## config.mk

```make
export PLATFORM = sky130hd
export DESIGN_NAME = line_prefetch_arbiter
export DESIGN_NICKNAME = d
export VERILOG_FILES = /design/src/rtl/rv32i_types.sv /design/src/rtl/prefetch_buffer.sv /design/src/rtl/line_prefetch_arbiter.sv
export SDC_FILE = /design/constraint.sdc
export NUM_CORES = 1
export LEC_CHECK = 0
export ABC_CLOCK_PERIOD_IN_PS = 11470
export CAP_MARGIN = 40
export CORE_AREA = 2 2 540 542
export DETAILED_ROUTE_END_ITERATION = 8
export DIE_AREA = 0 0 542 544
export GPL_ROUTABILITY_DRIVEN = 0
export GPL_TIMING_DRIVEN = 0
export PLACE_DENSITY = 0.35
export SYNTH_ARGS = -nofsm -noshare
export SYNTH_HDL_FRONTEND = slang
export SYNTH_SLANG_ARGS = --single-unit
```

## constraint.sdc

```tcl
create_clock -name clk -period 11.47 [get_ports clk]
set_input_delay 2.294 -clock clk [delete_from_list [all_inputs] [get_ports clk]]
set_output_delay 2.294 -clock clk [all_outputs]
set_load 0.05 [all_outputs]
```

## src/rtl/rv32i_types.sv

```systemverilog
// Shared types for the cache-subsystem line arbiter: line geometry, arbiter
// state encoding and line-address helpers.
package rv32i_types;

  localparam logic [31:0]  LINE_BYTES       = 32'd32;
  localparam int unsigned  LINE_OFFSET_BITS = 5;

  typedef logic [255:0] line_t;
  typedef logic [31-LINE_OFFSET_BITS:0] line_tag_t;

  typedef enum logic [2:0] {
    StIdle,
    StServeI,
    StServeD,
    StPfHit,
    StPrefetch
  } line_arb_state_t;

  typedef enum logic {
    GntI,
    GntD
  } grant_t;

  // Clear the byte-offset bits so the adaptor always sees a line address.
  function automatic logic [31:0] line_align(input logic [31:0] addr);
    return addr & ~(LINE_BYTES - 32'd1);
  endfunction

  function automatic line_tag_t line_tag(input logic [31:0] addr);
    return line_tag_t'(addr >> LINE_OFFSET_BITS);
  endfunction

endpackage

```

## src/rtl/prefetch_buffer.sv

```systemverilog
// One-line next-line prefetch buffer: tag, valid and data registers with a
// lookup compare and a tag-matched invalidate port.
module prefetch_buffer
  import rv32i_types::*;
(
  input  logic      clk,
  input  logic      rst,
  input  logic      load,
  input  line_tag_t load_tag,
  input  line_t     load_data,
  input  logic      inval,
  input  line_tag_t inval_tag,
  input  line_tag_t lookup_tag,
  output logic      hit,
  output logic      valid,
  output line_tag_t tag,
  output line_t     data
);

  logic      valid_q;
  line_tag_t tag_q;
  line_t     data_q;

  // Fill on a completed prefetch; drop the line when the dcache overwrites it.
  always_ff @(posedge clk or posedge rst) begin
    if (rst) begin
      valid_q <= 1'b0;
      tag_q   <= '0;
      data_q  <= '0;
    end else if (load) begin
      valid_q <= 1'b1;
      tag_q   <= load_tag;
      data_q  <= load_data;
    end else if (inval && (inval_tag == tag_q)) begin
      valid_q <= 1'b0;
    end
  end

  // Lookup compare and register views.
  always_comb begin
    hit   = valid_q && (lookup_tag == tag_q);
    valid = valid_q;
    tag   = tag_q;
    data  = data_q;
  end

endmodule

```

## src/rtl/line_prefetch_arbiter.sv

```systemverilog
// Round-robin arbiter sharing the cacheline adaptor between icache and dcache.
// With PREFETCH_EN defined, an icache miss on line N is followed by a
// non-preemptible prefetch of line N+1 into a one-line buffer that can serve
// a later icache request without a memory transaction.
module line_prefetch_arbiter
  import rv32i_types::*;
(
  input  logic        clk,
  input  logic        rst,
  input  logic        i_line_read,
  input  logic [31:0] i_line_address,
  output line_t       i_line_rdata,
  output logic        i_line_resp,
  input  logic        d_line_read,
  input  logic        d_line_write,
  input  logic [31:0] d_line_address,
  input  line_t       d_line_wdata,
  output line_t       d_line_rdata,
  output logic        d_line_resp,
  output logic        mem_read,
  output logic        mem_write,
  output logic [31:0] mem_address,
  output line_t       mem_wdata,
  input  line_t       mem_rdata,
  input  logic        mem_resp
);

  line_arb_state_t state_q, state_d;
  grant_t          last_grant_q, last_grant_d;
  logic [31:0]     addr_q, addr_d;
  line_t           wdata_q, wdata_d;
  logic            write_q, write_d;
  logic            d_req;

`ifdef PREFETCH_EN
  logic        buf_load;
  logic        buf_inval;
  logic        buf_hit;
  logic        buf_valid;
  line_tag_t   buf_tag;
  line_t       buf_data;
  logic        pf_hit_enter;
  logic [31:0] pf_hits_q;

  prefetch_buffer u_pf_buf (
    .clk        (clk),
    .rst        (rst),
    .load       (buf_load),
    .load_tag   (line_tag(addr_q)),
    .load_data  (mem_rdata),
    .inval      (buf_inval),
    .inval_tag  (line_tag(d_line_address)),
    .lookup_tag (line_tag(i_line_address)),
    .hit        (buf_hit),
    .valid      (buf_valid),
    .tag        (buf_tag),
    .data       (buf_data)
  );

  // Count prefetch-buffer hits, sticking at all-ones.
  always_ff @(posedge clk or posedge rst) begin
    if (rst) begin
      pf_hits_q <= '0;
    end else if (pf_hit_enter && (pf_hits_q != '1)) begin
      pf_hits_q <= pf_hits_q + 32'd1;
    end
  end
`endif

  assign d_req = d_line_read | d_line_write;

  // State, round-robin history and latched request.
  always_ff @(posedge clk or posedge rst) begin
    if (rst) begin
      state_q      <= StIdle;
      last_grant_q <= GntD;
      addr_q       <= '0;
      wdata_q      <= '0;
      write_q      <= 1'b0;
    end else begin
      state_q      <= state_d;
      last_grant_q <= last_grant_d;
      addr_q       <= addr_d;
      wdata_q      <= wdata_d;
      write_q      <= write_d;
    end
  end

  // Arbitration, next-state and adaptor/cache-side outputs.
  always_comb begin
    state_d      = state_q;
    last_grant_d = last_grant_q;
    addr_d       = addr_q;
    wdata_d      = wdata_q;
    write_d      = write_q;
    mem_read     = 1'b0;
    mem_write    = 1'b0;
    mem_address  = '0;
    mem_wdata    = '0;
    i_line_resp  = 1'b0;
    d_line_resp  = 1'b0;
    i_line_rdata = mem_rdata;
    d_line_rdata = mem_rdata;
`ifdef PREFETCH_EN
    buf_load     = 1'b0;
    buf_inval    = 1'b0;
    pf_hit_enter = 1'b0;
`endif

    unique case (state_q)
      StIdle: begin
`ifdef PREFETCH_EN
        // A buffer hit bypasses arbitration and leaves last_grant alone.
        if (i_line_read && buf_hit) begin
          state_d      = StPfHit;
          pf_hit_enter = 1'b1;
        end else
`endif
        if (i_line_read && (!d_req || (last_grant_q == GntD))) begin
          state_d = StServeI;
          addr_d  = line_align(i_line_address);
          write_d = 1'b0;
        end else if (d_req) begin
          state_d = StServeD;
          addr_d  = line_align(d_line_address);
          wdata_d = d_line_wdata;
          write_d = d_line_write;
`ifdef PREFETCH_EN
          buf_inval = d_line_write;
`endif
        end
      end

      StServeI: begin
        mem_read    = 1'b1;
        mem_address = addr_q;
        if (mem_resp) begin
          i_line_resp  = 1'b1;
          last_grant_d = GntI;
          state_d      = StIdle;
`ifdef PREFETCH_EN
          if (!(buf_valid && (buf_tag == line_tag(addr_q + LINE_BYTES)))) begin
            state_d = StPrefetch;
            addr_d  = addr_q + LINE_BYTES;
          end
`endif
        end
      end

      StServeD: begin
        mem_read    = ~write_q;
        mem_write   = write_q;
        mem_address = addr_q;
        mem_wdata   = wdata_q;
        if (mem_resp) begin
          d_line_resp  = 1'b1;
          last_grant_d = GntD;
          state_d      = StIdle;
        end
      end

`ifdef PREFETCH_EN
      StPfHit: begin
        i_line_resp  = 1'b1;
        i_line_rdata = buf_data;
        state_d      = StIdle;
      end

      StPrefetch: begin
        mem_read    = 1'b1;
        mem_address = addr_q;
        if (mem_resp) begin
          buf_load = 1'b1;
          state_d  = StIdle;
          // An icache request already waiting on this line completes with the fill.
          if (i_line_read && (line_tag(i_line_address) == line_tag(addr_q))) begin
            i_line_resp = 1'b1;
          end
        end
      end
`endif

      default: state_d = StIdle;
    endcase
  end

endmodule

```

# [Word-level counts from Yosys, hierarchy flattened]
# Cells that the tools add are included.
[totals] reg_bits=293 out_inout_bits=804 in_bits=582
[classes] reduce_logical=11 bitwise_logic=3 n_mux=18 eq_ne=6
[ops] cell="two-way mux 256 bit" count=1
[ops] cell="two-way mux 32 bit" count=3
[ops] cell="two-way mux 3 bit" count=3
[ops] cell="two-way mux 1 bit" count=8
[ops] cell="case mux 3 bit (2 select lines)" count=1
[ops] cell="AND reduction 3 bit" count=2
[ops] cell="inequality test 2 bit (second input constant)" count=2
[ops] cell="case mux 1 bit (2 select lines)" count=2
[ops] cell="AND reduction 2 bit" count=2
[ops] cell="nonzero test 2 bit" count=2
[ops] cell="equality test 3 x 1 -> 1 bit (second input constant)" count=1
[ops] cell="equality test 3 x 2 -> 1 bit (second input constant)" count=1
[ops] cell="logical NOT 3 bit" count=1
[ops] cell="inequality test 3 bit (second input constant)" count=1
[ops] cell="inequality test 2 x 1 -> 1 bit (second input constant)" count=1
[ops] cell="inverter 1 bit" count=2
[ops] cell="OR reduction 2 bit" count=1
[ops] cell="logical AND 1 bit" count=1
[ops] cell="logical NOT 1 bit" count=1
[ops] cell="logical OR 1 bit" count=1
[ops] cell="bitwise OR 1 bit" count=1

# [Logic depth before layout (Yosys ltp)]
# Gate-level depths: netlist of run 1.
[depth] word_depth=6 ltp_mapped=7 mapped_depth_nobuf=5

# [Worst setup path before layout of run 1]
# No wires, ideal clock.
[synth_path] path_type="input port to output port" from="input port mem_resp" to="output port d_line_resp" stages=1 n_path_buf=0 t_required_ps=9176 slack_ps=6453 arrival_time_ps=2723 path_cell_list="and2_1"
[synth_via] elab_chain_len=2
[synth_lines] element="start, declared" line="line_prefetch_arbiter.sv:25" source="input logic mem_resp"
[synth_lines] element="two-way mux 1 bit" line="line_prefetch_arbiter.sv:155" source="if (mem_resp) begin"
[synth_lines] element="two-way mux 1 bit" line="line_prefetch_arbiter.sv:110" source="unique case (state_q)"
[synth_lines] element="end, declared" line="line_prefetch_arbiter.sv:19" source="output logic d_line_resp,"
# No other way between the ends.

# [Worst setup path after layout of run 1]
[layout_path] from="register state_q[0]" to="output port mem_wdata[210]"
[layout_via] elab_chain_len=2
[layout_lines] element="start, declared" line="line_prefetch_arbiter.sv:28" source="line_arb_state_t state_q, state_d;"
[layout_lines] element="start signal, assigned" line="line_prefetch_arbiter.sv:75" source="state_q <= StIdle;"
[layout_lines] element="start signal, assigned" line="line_prefetch_arbiter.sv:81" source="state_q <= state_d;"
[layout_lines] element="equality test 3 x 2 -> 1 bit" line="line_prefetch_arbiter.sv:110"
[layout_lines] element="two-way mux 256 bit" line="line_prefetch_arbiter.sv:110"
[layout_lines] element="end, declared" line="line_prefetch_arbiter.sv:23" source="output line_t mem_wdata,"
# No other way between the ends.

==> results.ini, run 1 <==
[global_route]
overflow = 0
grt_pass1_vias = 16440
globalRouteTotalUtil_pct = 9.820
grt_max_degree = 99
antenna_found_initial = 110
grt_pass1_wl_um = 185000

[logic_synthesis]
yosys_warnings = 0
syn_area_um2 = 18120
synth_compound_area_share_pct = 2.182
synth_cells = 1560
avgSynthCellArea_um2 = 11.62
synthAdderAreaFrac_pct = 0.2071
ys_seq_area_share_pct = 39.64
synthMuxAreaShare_pct = 20.88
yosys.area_share.xor_xnor_pct = 0
synth-simple-area-share_pct = 11.41
ys_seq_elements = 287
ys_types = 31
synth_top_family_by_area = buffers and inverters

[sta]
worstMarginPinSlew_ns = 0.9284
post-route-period-util_pct = 58.04
finalSetupTns_ns = 0
clock_skew_ns = 0.02713
finalSetupViolations = 0
max_clock_freq_mhz = 150.2
drv_slew = 0
hold_viol = 0
rsz0062_at_grt = false
maxSlewHeadroom_pct = 37.91
whs_ns = 0.4968
min_period_ns = 6.657

[die]
start_util_pct = 6.263
die_w_um = 542
core_area_um2 = 289400
rows = 198
die_h_um = 544
die_area_um2 = 294800
ioPinCount = 1386

[route]
wl_um = 151100
drc = 0
wl_per_cell_um = 22.75
vias_per_cell = 2.351
postRouteAntennaNets = 0
vias = 15620
drtIter0Drc = 439
firstDrtPassIters = 4

[clocking]
cts_tree = done
ctsHoldBuffers = 0
clk_latency_ns = 0.65
post_cts_resized = 0
cts-root-buf = clkbuf_16
postCtsSetupBuffers = 0
clockBufferDepth = 3
clk_pin_slew_worst_paths_ns = 0.06
cts_sinks = 287
cts_buffers = 46
cts_max_level = 2

[setup_path]
crit_chain = inv_1 > ha_1 > clkbuf_1 > clkbuf_1 > buf_8 > clkbuf_1 > and2_1 > clkdlybuf4s50_1
path_buf_inv = 6
cp.arrival_ns = 4.36
cp-start-kind = flop
cpPeakStageDelay_ns = 1.14
crit_fanout = 10
endpoint_kind = primary output
cpMostUsedCell = clkbuf_1
slowest_stage = clkdlybuf4s50_1
crit_type = flop to primary output
required_ns = 9.18
path_delay_family = buffers and inverters

[power_and_ir_drop]
power.total_mw = 9.555
leakage_nw = 14.88
p_per_area_nw_per_um2 = 261.5
ir_drop_v = 0.0001431

[placement]
dp_hpwl_um = 134200
io_buffers = 1114

[cells_and_area]
nets = 3364
fill_cells = 32860
areaGrowthSynthToFinish_pct = 101.7
post_route_cells_drive_above_1_share_pct = 33.61
fin_util_pct = 12.63

[flow_run]
maxCapViolCount = 0

[status]
status = finished, final reports clean

[worst_hold_path]
hold_class = flop to flop

-- worst paths after layout --
| path | start | to | slack (ns) | cells after the start |
|---|---|---|---|---|
| max | state_q[0] | mem_wdata[210] | 4.81 | 8 |
| min | wdata_q[166] | wdata_q[166] | 0.50 | 1 |
| max reg2reg | state_q[0] | addr_q[5] | 9.26 | 7 |
| min reg2reg | wdata_q[166] | wdata_q[166] | 0.50 | 1 |
| max in group asynchronous | rst | wdata_q[25] | 8.10 | 4 |
| min in group asynchronous | rst | wdata_q[144] | 1.96 | 2 |
-- sequential cells by signal, summed over array words and instances (netlist names) --
register and cells:
wdata_q 256, addr_q 27, write_q 1, last_grant_q 1
state_q 2
-- cells in the mapped netlist --
master | number | area share, %
buf_4 | 521 | 22
dfrtp_1 | 286 | 39
and2_1 | 285 | 9.8
mux2_4 | 240 | 20
clkbuf_1 | 36 | 0.75
nand3_1 | 28 | 0.77
nor2_1 | 28 | 0.58
a31oi_1 | 27 | 0.93
buf_12 | 26 | 2.9
o21ai_0 | 26 | 0.72
mux2_2 | 16 | 0.99
buf_2 | 10 | 0.28
inv_1 | 6 | 0.12
nand2_1 | 4 | 0.083
ha_1 | 3 | 0.21
a21oi_1 | 2 | 0.055
nor2b_1 | 2 | 0.069
a21o_1 | 1 | 0.041
buf_6 | 1 | 0.062
conb_1 | 1 | 0.021
dfstp_2 | 1 | 0.15
nand2b_1 | 1 | 0.035
nor3_1 | 1 | 0.028
o211ai_1 | 1 | 0.041
o211ai_4 | 1 | 0.12
o21ai_1 | 1 | 0.028
o21ba_1 | 1 | 0.055
o21bai_2 | 1 | 0.062
o22ai_1 | 1 | 0.035
o31a_1 | 1 | 0.048
o32ai_1 | 1 | 0.048
-- report_power, final --
part	total [mW]	switching [mW]	internal [mW]
registers	1.96	0.419	1.54
logic	6.13	3.66	2.47
clock network	1.47	0.601	0.865
total	9.56	4.68	4.88
-- layout make-up --
class | count | area [um^2] | share of cell area (%)
tap | 3800 | 4755 | 13.01
inverter | 6 | 30.03 | 0.08218
antenna | 32 | 80.08 | 0.2191
buffer | 594 | 4629 | 12.67
multi-input combinational | 677 | 6302 | 17.25
clock buffer | 67 | 1371 | 3.753
clock inverter | 14 | 136.4 | 0.3732
timing repair buffer | 1167 | 12060 | 32.99
sequential | 287 | 7183 | 19.66
-- kinds of logic (layout without fill, tap and decap cells) --
family          count (synthesis)  count (layout)
compound gates                 64              64
fa+ha+maj                       3               3
buf+inv                       600            1848
flops                         287             287
mux                           256             256
other cells                     1              37
simple gates                  349             349
-- worst register-to-register path: stages, from the launching register on --
cell	delay [ns]
dfrtp_1	0.39
inv_1	0.11
ha_1	0.30
o31a_1	0.20
buf_2	0.35
buf_2	0.50
nor2_1	0.08
a31oi_1	0.17
-- placed cells by master (no fill, tap or decap), types with 26 or more instances in the layout --
| master | instances |
|---|---|
| dfrtp_1 | 286 |
| clkbuf_16 | 47 |
| clkdlybuf4s50_1 | 1114 |
| buf_12 | 26 |
| a31oi_1 | 27 |
| mux2_4 | 240 |
| clkbuf_1 | 43 |
| and2_1 | 285 |
| nand3_1 | 28 |
| buf_8 | 43 |
| diode_2 | 32 |
| nor2_1 | 28 |
| buf_4 | 521 |
| o21ai_0 | 26 |
-- layer usage --
layer | wire length (um) | GRT usage (%) | up-vias
met5 | 148 | 0 | -
met3 | 21930 | 7.058 | 259
met1 | 55910 | 9.991 | 7266
met2 | 68580 | 15.93 | 1038
li1 | - | - | 7033
met4 | 4562 | 2.766 | 24
-- stage by stage --
step	setup WS, ns	std cells	area (um^2)
2_1_floorplan	1.257	1564	18140
3_3_place_gp	-5.280	6478	34040
3_5_place_dp	4.991	6510	34640
4_1_cts	4.212	6591	36150
5_1_grt	4.241	6620	36480
6_report	4.813	6644	36540
Note: power is estimated with default switching activity, not from simulation.
==> inputs of run 2 (changes only) <==
--- a/config.mk
+++ b/config.mk
@@ -5,7 +5,7 @@
 export SDC_FILE = /design/constraint.sdc
 export NUM_CORES = 1
 export LEC_CHECK = 0
-export ABC_CLOCK_PERIOD_IN_PS = 11470
+export ABC_CLOCK_PERIOD_IN_PS = 6800
 export CAP_MARGIN = 40
 export CORE_AREA = 2 2 540 542
 export DETAILED_ROUTE_END_ITERATION = 8
==> constraint.sdc (replaced) <==
create_clock -name clk -period 6.8 [get_ports clk]
set_input_delay 1.36 -clock clk [delete_from_list [all_inputs] [get_ports clk]]
set_output_delay 1.36 -clock clk [all_outputs]
set_load 0.05 [all_outputs]
==> run 2 against run 1 <==
  * Core utilization rose by 0.056 points
  * Sequential share of layout area decreased by 0.086 points
  * Via count up 0.87%
  * Cell count is essentially flat
  * First-iteration DRC count rose by 26%
  * Critical path depth rose by 1
  * Power up 69%
  * Largest cell class unchanged
  * Clock skew rose by 0.0085 ns
  * Clock power is 75% higher
  * Highest routed layer unchanged
  * Non-clock buffer count grew 7
==> results.ini, run 2 (synthesized netlist as in run 1, its figures left out) <==
[sta]
maxSlewHeadroom_pct = 40.49  ; was 37.91%
finalSetupViolations = 0  ; unchanged
min_period_ns = 5.576
max_clock_freq_mhz = 179.4
setup_ws_ns = 1.224  ; was 4.813 ns
clock_skew_ns = 0.03559  ; was 0.02713 ns
whs_ns = 0.4976  ; was 0.4968 ns
drv_slew = 0  ; unchanged
hold_viol = 0  ; unchanged
worstMarginPinSlew_ns = 0.8898  ; was 0.9284 ns
finalSetupTns_ns = 0  ; unchanged
rsz0062_at_grt = false  ; unchanged
post-route-period-util_pct = 81.99

[clocking]
postCtsSetupBuffers = 0  ; unchanged
ctsHoldBuffers = 0  ; unchanged
post_cts_resized = 0  ; unchanged
cts_max_level = 2  ; unchanged
clk_latency_ns = 0.67  ; was 0.65 ns
cts-root-buf = clkbuf_16  ; unchanged
clk_pin_slew_worst_paths_ns = 0.06  ; about the same
cts_buffers = 48  ; was 46
cts_tree = done  ; unchanged
cts_sinks = 287  ; unchanged
clockBufferDepth = 3  ; unchanged

[cells_and_area]
multi_input_area_um2 = 6302  ; unchanged
top_register = wdata_q  ; unchanged
fill_cells = 32870  ; was 32.86k
nets = 3373  ; was 3364
areaGrowthSynthToFinish_pct = 102.5  ; was 101.7%
post_route_cells_drive_above_1_share_pct = 33.97  ; was 33.61%
largest_registers = wdata_q: 256 flops, addr_q: 27 flops, state_q: 2 flops  ; unchanged
layout_common_cells = clkdlybuf4s50_1, buf_4, dfrtp_1  ; unchanged
stdcell_count = 6646  ; was 6644
final_cell_area_um2 = 36700  ; was 36540 um^2
layout_commonest_cell = clkdlybuf4s50_1  ; unchanged
ff_latch_area_um2 = 7183  ; unchanged
largest_reg_flops = 256  ; unchanged

[setup_path]
reg2reg_depth = 7  ; unchanged
endpoint_kind = primary output  ; unchanged
path_delay_family = buffers and inverters  ; unchanged
slowest_stage = clkdlybuf4s50_1  ; unchanged
path_buf_inv = 7  ; was 6
rrSetupSlack_ns = 4.52  ; was 9.26 ns
cp-start-kind = flop  ; unchanged
required_ns = 5.44  ; was 9.18 ns
reg2reg_to = addr_q[31]  ; was addr_q[5]
cpMostUsedCell = clkbuf_1  ; unchanged
cpPeakStageDelay_ns = 1.06  ; was 1.14 ns
cp.arrival_ns = 4.22  ; was 4.36 ns
crit_type = flop to primary output  ; unchanged
r2r_start = state_q[0]  ; unchanged
crit_fanout = 10  ; unchanged
crit_chain = inv_1 > ha_1 > clkbuf_1 > buf_6 > clkbuf_1 > buf_8 > clkbuf_1 > and2_1 > clkdlybuf4s50_1  ; was inv_1 > ha_1 > clkbuf_1 > clkbuf_1 > buf_8 > clkbuf_1 > and2_1 > clkdlybuf4s50_1

[worst_hold_path]
holdCritStartpoint = wdata_q[168]  ; was wdata_q[166]
holdPathStages = 1  ; unchanged
hold_end = wdata_q[168]  ; was wdata_q[166]
hold_class = flop to flop  ; unchanged

[global_route]
grt_max_degree = 34  ; was 99
grt_pass1_wl_um = 188000  ; was 185000 um
grt_pass1_vias = 16500  ; was 16.44k
antenna_found_initial = 121  ; was 110
globalRouteTotalUtil_pct = 9.997  ; was 9.820%
overflow = 0  ; unchanged

[die]
die_h_um = 544  ; unchanged
start_util_pct = 6.263  ; unchanged
die_w_um = 542  ; unchanged
ioPinCount = 1386  ; unchanged
core_area_um2 = 289400  ; unchanged
die_area_um2 = 294800  ; unchanged
rows = 198  ; unchanged

[placement]
dp_cells = 6522  ; was 6510
io_buffers = 1114  ; unchanged
place_area_um2 = 34830  ; was 34640 um^2
pre_cts_ws_ns = 1.396  ; was 4.991 ns
dp_hpwl_um = 138100  ; was 134200 um

[route]
wl_per_cell_um = 23.18  ; was 22.75 um
vias = 15760  ; was 15.62k
drtIter0Drc = 552  ; was 439
drc = 0  ; unchanged
vias_per_cell = 2.371  ; was 2.351
postRouteAntennaNets = 0  ; unchanged
firstDrtPassIters = 4  ; unchanged
wl_um = 154000  ; was 151100 um

[flow_run]
maxCapViolCount = 0  ; unchanged

[power_and_ir_drop]
p_int_mw = 8.267  ; was 4.879 mW
switching_share_pct = 48.86  ; was 48.94%
p_per_area_nw_per_um2 = 440.4  ; was 261.5 nW/um^2
pwr-share-clk_pct = 15.9  ; was 15.3%
leakage_nw = 14.97  ; was 14.88 nW
ir_drop_v = 0.0001921  ; was 0.0001431 V
pwr-share-seq_pct = 20.2  ; was 20.5%
switchingPower_mw = 7.899  ; was 4.676 mW
comb_power_share_pct = 63.9  ; was 64.1%

[status]
status = finished, final reports clean  ; unchanged

run 2: changes by cell type in the layout (fill, tap and decap cells not counted), sizes merged:
cell      delta
diode       -12
clkinv       +4
buf          +7
clkinvlp     +2
bufinv       -1
clkbuf       +2
run 2: per-stage QoR:
stage / util, % / power (mW)
floorplan: - / 9.333
global placement: 11.77 / 13.62
detailed placement: 12.04 / 13.87
CTS: 12.58 / 16.63
global route: 12.67 / 17.20
finish: 12.68 / 16.17
run 2: power groups by stage:
stage	Clock [mW]	Sequential [mW]	Combinational [mW]
final	2.57	3.27	10.3
after floorplan	0	2.91	6.43
after detailed placement	0	3.33	10.5
after global placement	0	3.33	10.3
after global routing	2.75	3.41	11.0
after CTS	2.72	3.32	10.6
run 2: layout make-up:
type                            count  area share (%)
Antenna cell                       20          0.1364
Buffer                            594           12.61
Clock buffer                       69           3.869
Clock inverter                     19          0.4500
Inverter                            6         0.07159
Multi-Input combinational cell    677           17.17
Sequential cell                   287           19.57
Tap cell                         3800           12.95
Timing Repair Buffer             1174           33.17
run 2: worst max path at each step:
stage	start	to	slack, ns	depth (start not counted)
CTS	state_q[0]	mem_wdata[249]	0.58	9
detailed placement	state_q[0]	mem_wdata[249]	1.40	9
finish	state_q[0]	mem_wdata[250]	1.22	9
global placement	rst	addr_q[22]	-2.09	2
floorplan	rst	addr_q[10]	1.64	1
global route	state_q[0]	mem_wdata[246]	0.83	9
run 2: worst register-to-register path, cell delays in order, from the launching register on:
cell and delay (ns):
dfrtp_1 0.39, inv_1 0.11, ha_1 0.30, o31a_1 0.20, buf_2 0.42, buf_2 0.52, nor2_1 0.09, a31oi_1 0.18
run 2: routing by layer:
layer / GRT usage [%] / share of wire (%) / up-vias
met4: 1.986 / 2.4 / 20
met3: 6.521 / 14 / 273
met5: 0 / 0.090 / -
met2: 16.50 / 46 / 1035
met1: 10.65 / 37 / 7377
li1: - / - / 7051
==> inputs of run 3 (changes only) <==
--- a/config.mk
+++ b/config.mk
@@ -5,14 +5,14 @@
 export SDC_FILE = /design/constraint.sdc
 export NUM_CORES = 1
 export LEC_CHECK = 0
-export ABC_CLOCK_PERIOD_IN_PS = 6800
+export ABC_CLOCK_PERIOD_IN_PS = 4730
 export CAP_MARGIN = 40
-export CORE_AREA = 2 2 540 542
+export CORE_AREA = 2 2 541 543
 export DETAILED_ROUTE_END_ITERATION = 8
-export DIE_AREA = 0 0 542 544
+export DIE_AREA = 0 0 543 545
 export GPL_ROUTABILITY_DRIVEN = 0
 export GPL_TIMING_DRIVEN = 0
-export PLACE_DENSITY = 0.35
+export PLACE_DENSITY = 0.36
 export SYNTH_ARGS = -nofsm -noshare
 export SYNTH_HDL_FRONTEND = slang
 export SYNTH_SLANG_ARGS = --single-unit
==> constraint.sdc (replaced) <==
create_clock -name clk -period 4.73 [get_ports clk]
set_input_delay 0.946 -clock clk [delete_from_list [all_inputs] [get_ports clk]]
set_output_delay 0.946 -clock clk [all_outputs]
set_load 0.05 [all_outputs]
==> run 3 against run 2 <==
  * First-iteration DRC count increased by 24%
  * Global-route usage fell by 0.19 points
  * Largest cell class unchanged
  * Clock-buffer cell count is 4 lower
  * Clock power up 42%
  * Via count is 1.0% lower
  * Hold slack lost 0.00069 ns
  * Power is 43% higher
  * Clock skew grew 0.0080 ns
==> results.ini, run 3 (synthesized netlist as in run 1, its figures left out) <==
[global_route]
grt_max_degree = 34  ; unchanged
antenna_found_initial = 71  ; was 121
overflow = 0  ; unchanged
grt_pass1_wl_um = 185100  ; was 188000 um
globalRouteTotalUtil_pct = 9.810  ; was 9.997%
grt_pass1_vias = 16290  ; was 16.50k

[route]
firstDrtPassIters = 4  ; unchanged
routed-wl-met3_um = 19900  ; was 22340 um
vias_per_cell = 2.319  ; was 2.371
maxUsedRoutingLayer = met5  ; unchanged
wl_per_cell_um = 22.65  ; was 23.18 um
wl_um = 152300  ; was 154000 um
drc = 0  ; unchanged
wl_met1_um = 59670  ; was 57200 um
vias = 15590  ; was 15.76k
postRouteAntennaNets = 0  ; unchanged
drtIter0Drc = 687  ; was 552
dr_wl_met2_um = 69760  ; was 70730 um

[die]
start_util_pct = 6.246  ; was 6.263%
die_area_um2 = 295900  ; was 294800 um^2
core_area_um2 = 290100  ; was 289400 um^2
die_w_um = 543  ; was 542 um
ioPinCount = 1386  ; unchanged
rows = 198  ; unchanged
die_h_um = 545  ; was 544 um

[clocking]
clk_pin_slew_worst_paths_ns = 0.06  ; about the same
cts-root-buf = clkbuf_16  ; unchanged
cts_buffers = 44  ; was 48
ctsHoldBuffers = 0  ; unchanged
clk_latency_ns = 0.66  ; was 0.67 ns
cts_sinks = 287  ; unchanged
cts_max_level = 2  ; unchanged
cts_tree = done  ; unchanged
clockBufferDepth = 3  ; unchanged
postCtsSetupBuffers = 0  ; unchanged

[sta]
hold_viol = 0  ; unchanged
drv_slew = 0  ; unchanged
clock_skew_ns = 0.04354  ; was 0.03559 ns
setup_ws_ns = 0.3394  ; was 1.224 ns
min_period_ns = 4.391
worstMarginPinSlew_ns = 1.006  ; was 0.8898 ns
rsz0062_at_grt = false  ; unchanged
maxSlewHeadroom_pct = 32.76  ; was 40.49%
finalSetupViolations = 0  ; unchanged
max_clock_freq_mhz = 227.8
post-route-period-util_pct = 92.82

[cells_and_area]
final_cell_area_um2 = 36600  ; was 36700 um^2
nets = 3359  ; was 3373
top_register = wdata_q  ; unchanged
areaGrowthSynthToFinish_pct = 102.0  ; was 102.5%
fin_util_pct = 12.62  ; was 12.68%
stdcell_count = 6723  ; was 6646
layout_commonest_cell = clkdlybuf4s50_1  ; unchanged
post_route_cells_drive_above_1_share_pct = 34.52  ; was 33.97%
largest_registers = wdata_q: 256 flops, addr_q: 27 flops, state_q: 2 flops  ; unchanged
layout_common_cells = clkdlybuf4s50_1, buf_4, dfrtp_1  ; unchanged
largest_reg_flops = 256  ; unchanged

[placement]
pre_cts_ws_ns = -0.09589  ; was 1.396 ns
dp_cells = 6618  ; was 6522
dp_hpwl_um = 136600  ; was 138100 um
place_area_um2 = 34910  ; was 34830 um^2
io_buffers = 1114  ; unchanged

[setup_path]
crit_type = flop to primary output  ; unchanged
crit_fanout = 10  ; unchanged
crit_chain = inv_1 > ha_1 > clkbuf_4 > clkbuf_1 > and2_1 > clkdlybuf4s50_1  ; was inv_1 > ha_1 > clkbuf_1 > buf_6 > clkbuf_1 > buf_8 > clkbuf_1 > and2_1 > clkdlybuf4s50_1
cpPeakStageDelay_ns = 0.85  ; was 1.06 ns
cp-start-kind = flop  ; unchanged
cp.arrival_ns = 3.44  ; was 4.22 ns
required_ns = 3.78  ; was 5.44 ns
slowest_stage = clkdlybuf4s50_1  ; unchanged
endpoint_kind = primary output  ; unchanged

[power_and_ir_drop]
p_per_area_nw_per_um2 = 633.3  ; was 440.4 nW/um^2
leakage_nw = 15.21  ; was 14.97 nW
ir_drop_v = 0.0003538  ; was 0.0001921 V
power.total_mw = 23.18  ; was 16.17 mW

[worst_hold_path]
hold_class = flop to flop  ; unchanged

[status]
status = finished, final reports clean  ; unchanged

[flow_run]
maxCapViolCount = 0  ; unchanged

-- run 3: what timing repair did --
action,CTS,global route
pin swaps,0,0
setup endpoints to repair,213,2
gates resized for setup,161,0
gates cloned,0,0
-- run 3: worst max-delay path: cells and delay by family (launching register included) --
| kind | cells | cell delay, ns |
|---|---|---|
| adder cells (fa/ha/maj) | 1 | 0.34 |
| buffers and inverters | 4 | 1.74 |
| flip-flops | 1 | 0.38 |
| AND/OR/NAND/NOR | 1 | 0.28 |
-- run 3: metrics by stage --
step,hold slack (ns),TNS [ns]
after global placement,0.4834,-1037.26
final,0.4969,0
after detailed placement,0.4829,-0.2665
after floorplan,0.4712,-5.836
after CTS,0.4993,0
after global routing,0.5079,0
-- run 3: final cells by class --
| class | count | area (um^2) |
|---|---|---|
| plain buffers | 592 | 4631 |
| clock inverters | 17 | 220.2 |
| repair buffers | 1166 | 12020 |
| well taps | 3900 | 4880 |
| fillers | 32920 | 253500 |
| flip-flops and latches | 287 | 7183 |
| diodes | 13 | 32.53 |
| inverters | 6 | 26.28 |
| clock buffers | 65 | 1311 |
| multi-input cells | 677 | 6302 |
-- run 3: layer usage --
metal / global-route usage (%) / up-vias
met5: 0 / -
met4: 1.928 / 16
met3: 5.909 / 168
met2: 15.98 / 984
met1: 10.91 / 7422
li1: - / 7003
-- run 3: worst paths after layout --
path | from | end | slack (ns) | cells after the start
max | state_q[0] | mem_wdata[39] | 0.34 | 6
min reg2reg | wdata_q[139] | wdata_q[139] | 0.50 | 1
max reg2reg | state_q[0] | addr_q[24] | 2.36 | 6
min | wdata_q[139] | wdata_q[139] | 0.50 | 1
max in group asynchronous | rst | wdata_q[231] | 2.85 | 6
min in group asynchronous | rst | wdata_q[163] | 0.59 | 2
-- run 3: power by group --
part	internal, mW	switching (mW)	total (mW)
Sequential	3.75	1.03	4.78
Clock	2.18	1.46	3.64
Combinational	5.78	8.99	14.8
Total	11.7	11.5	23.2
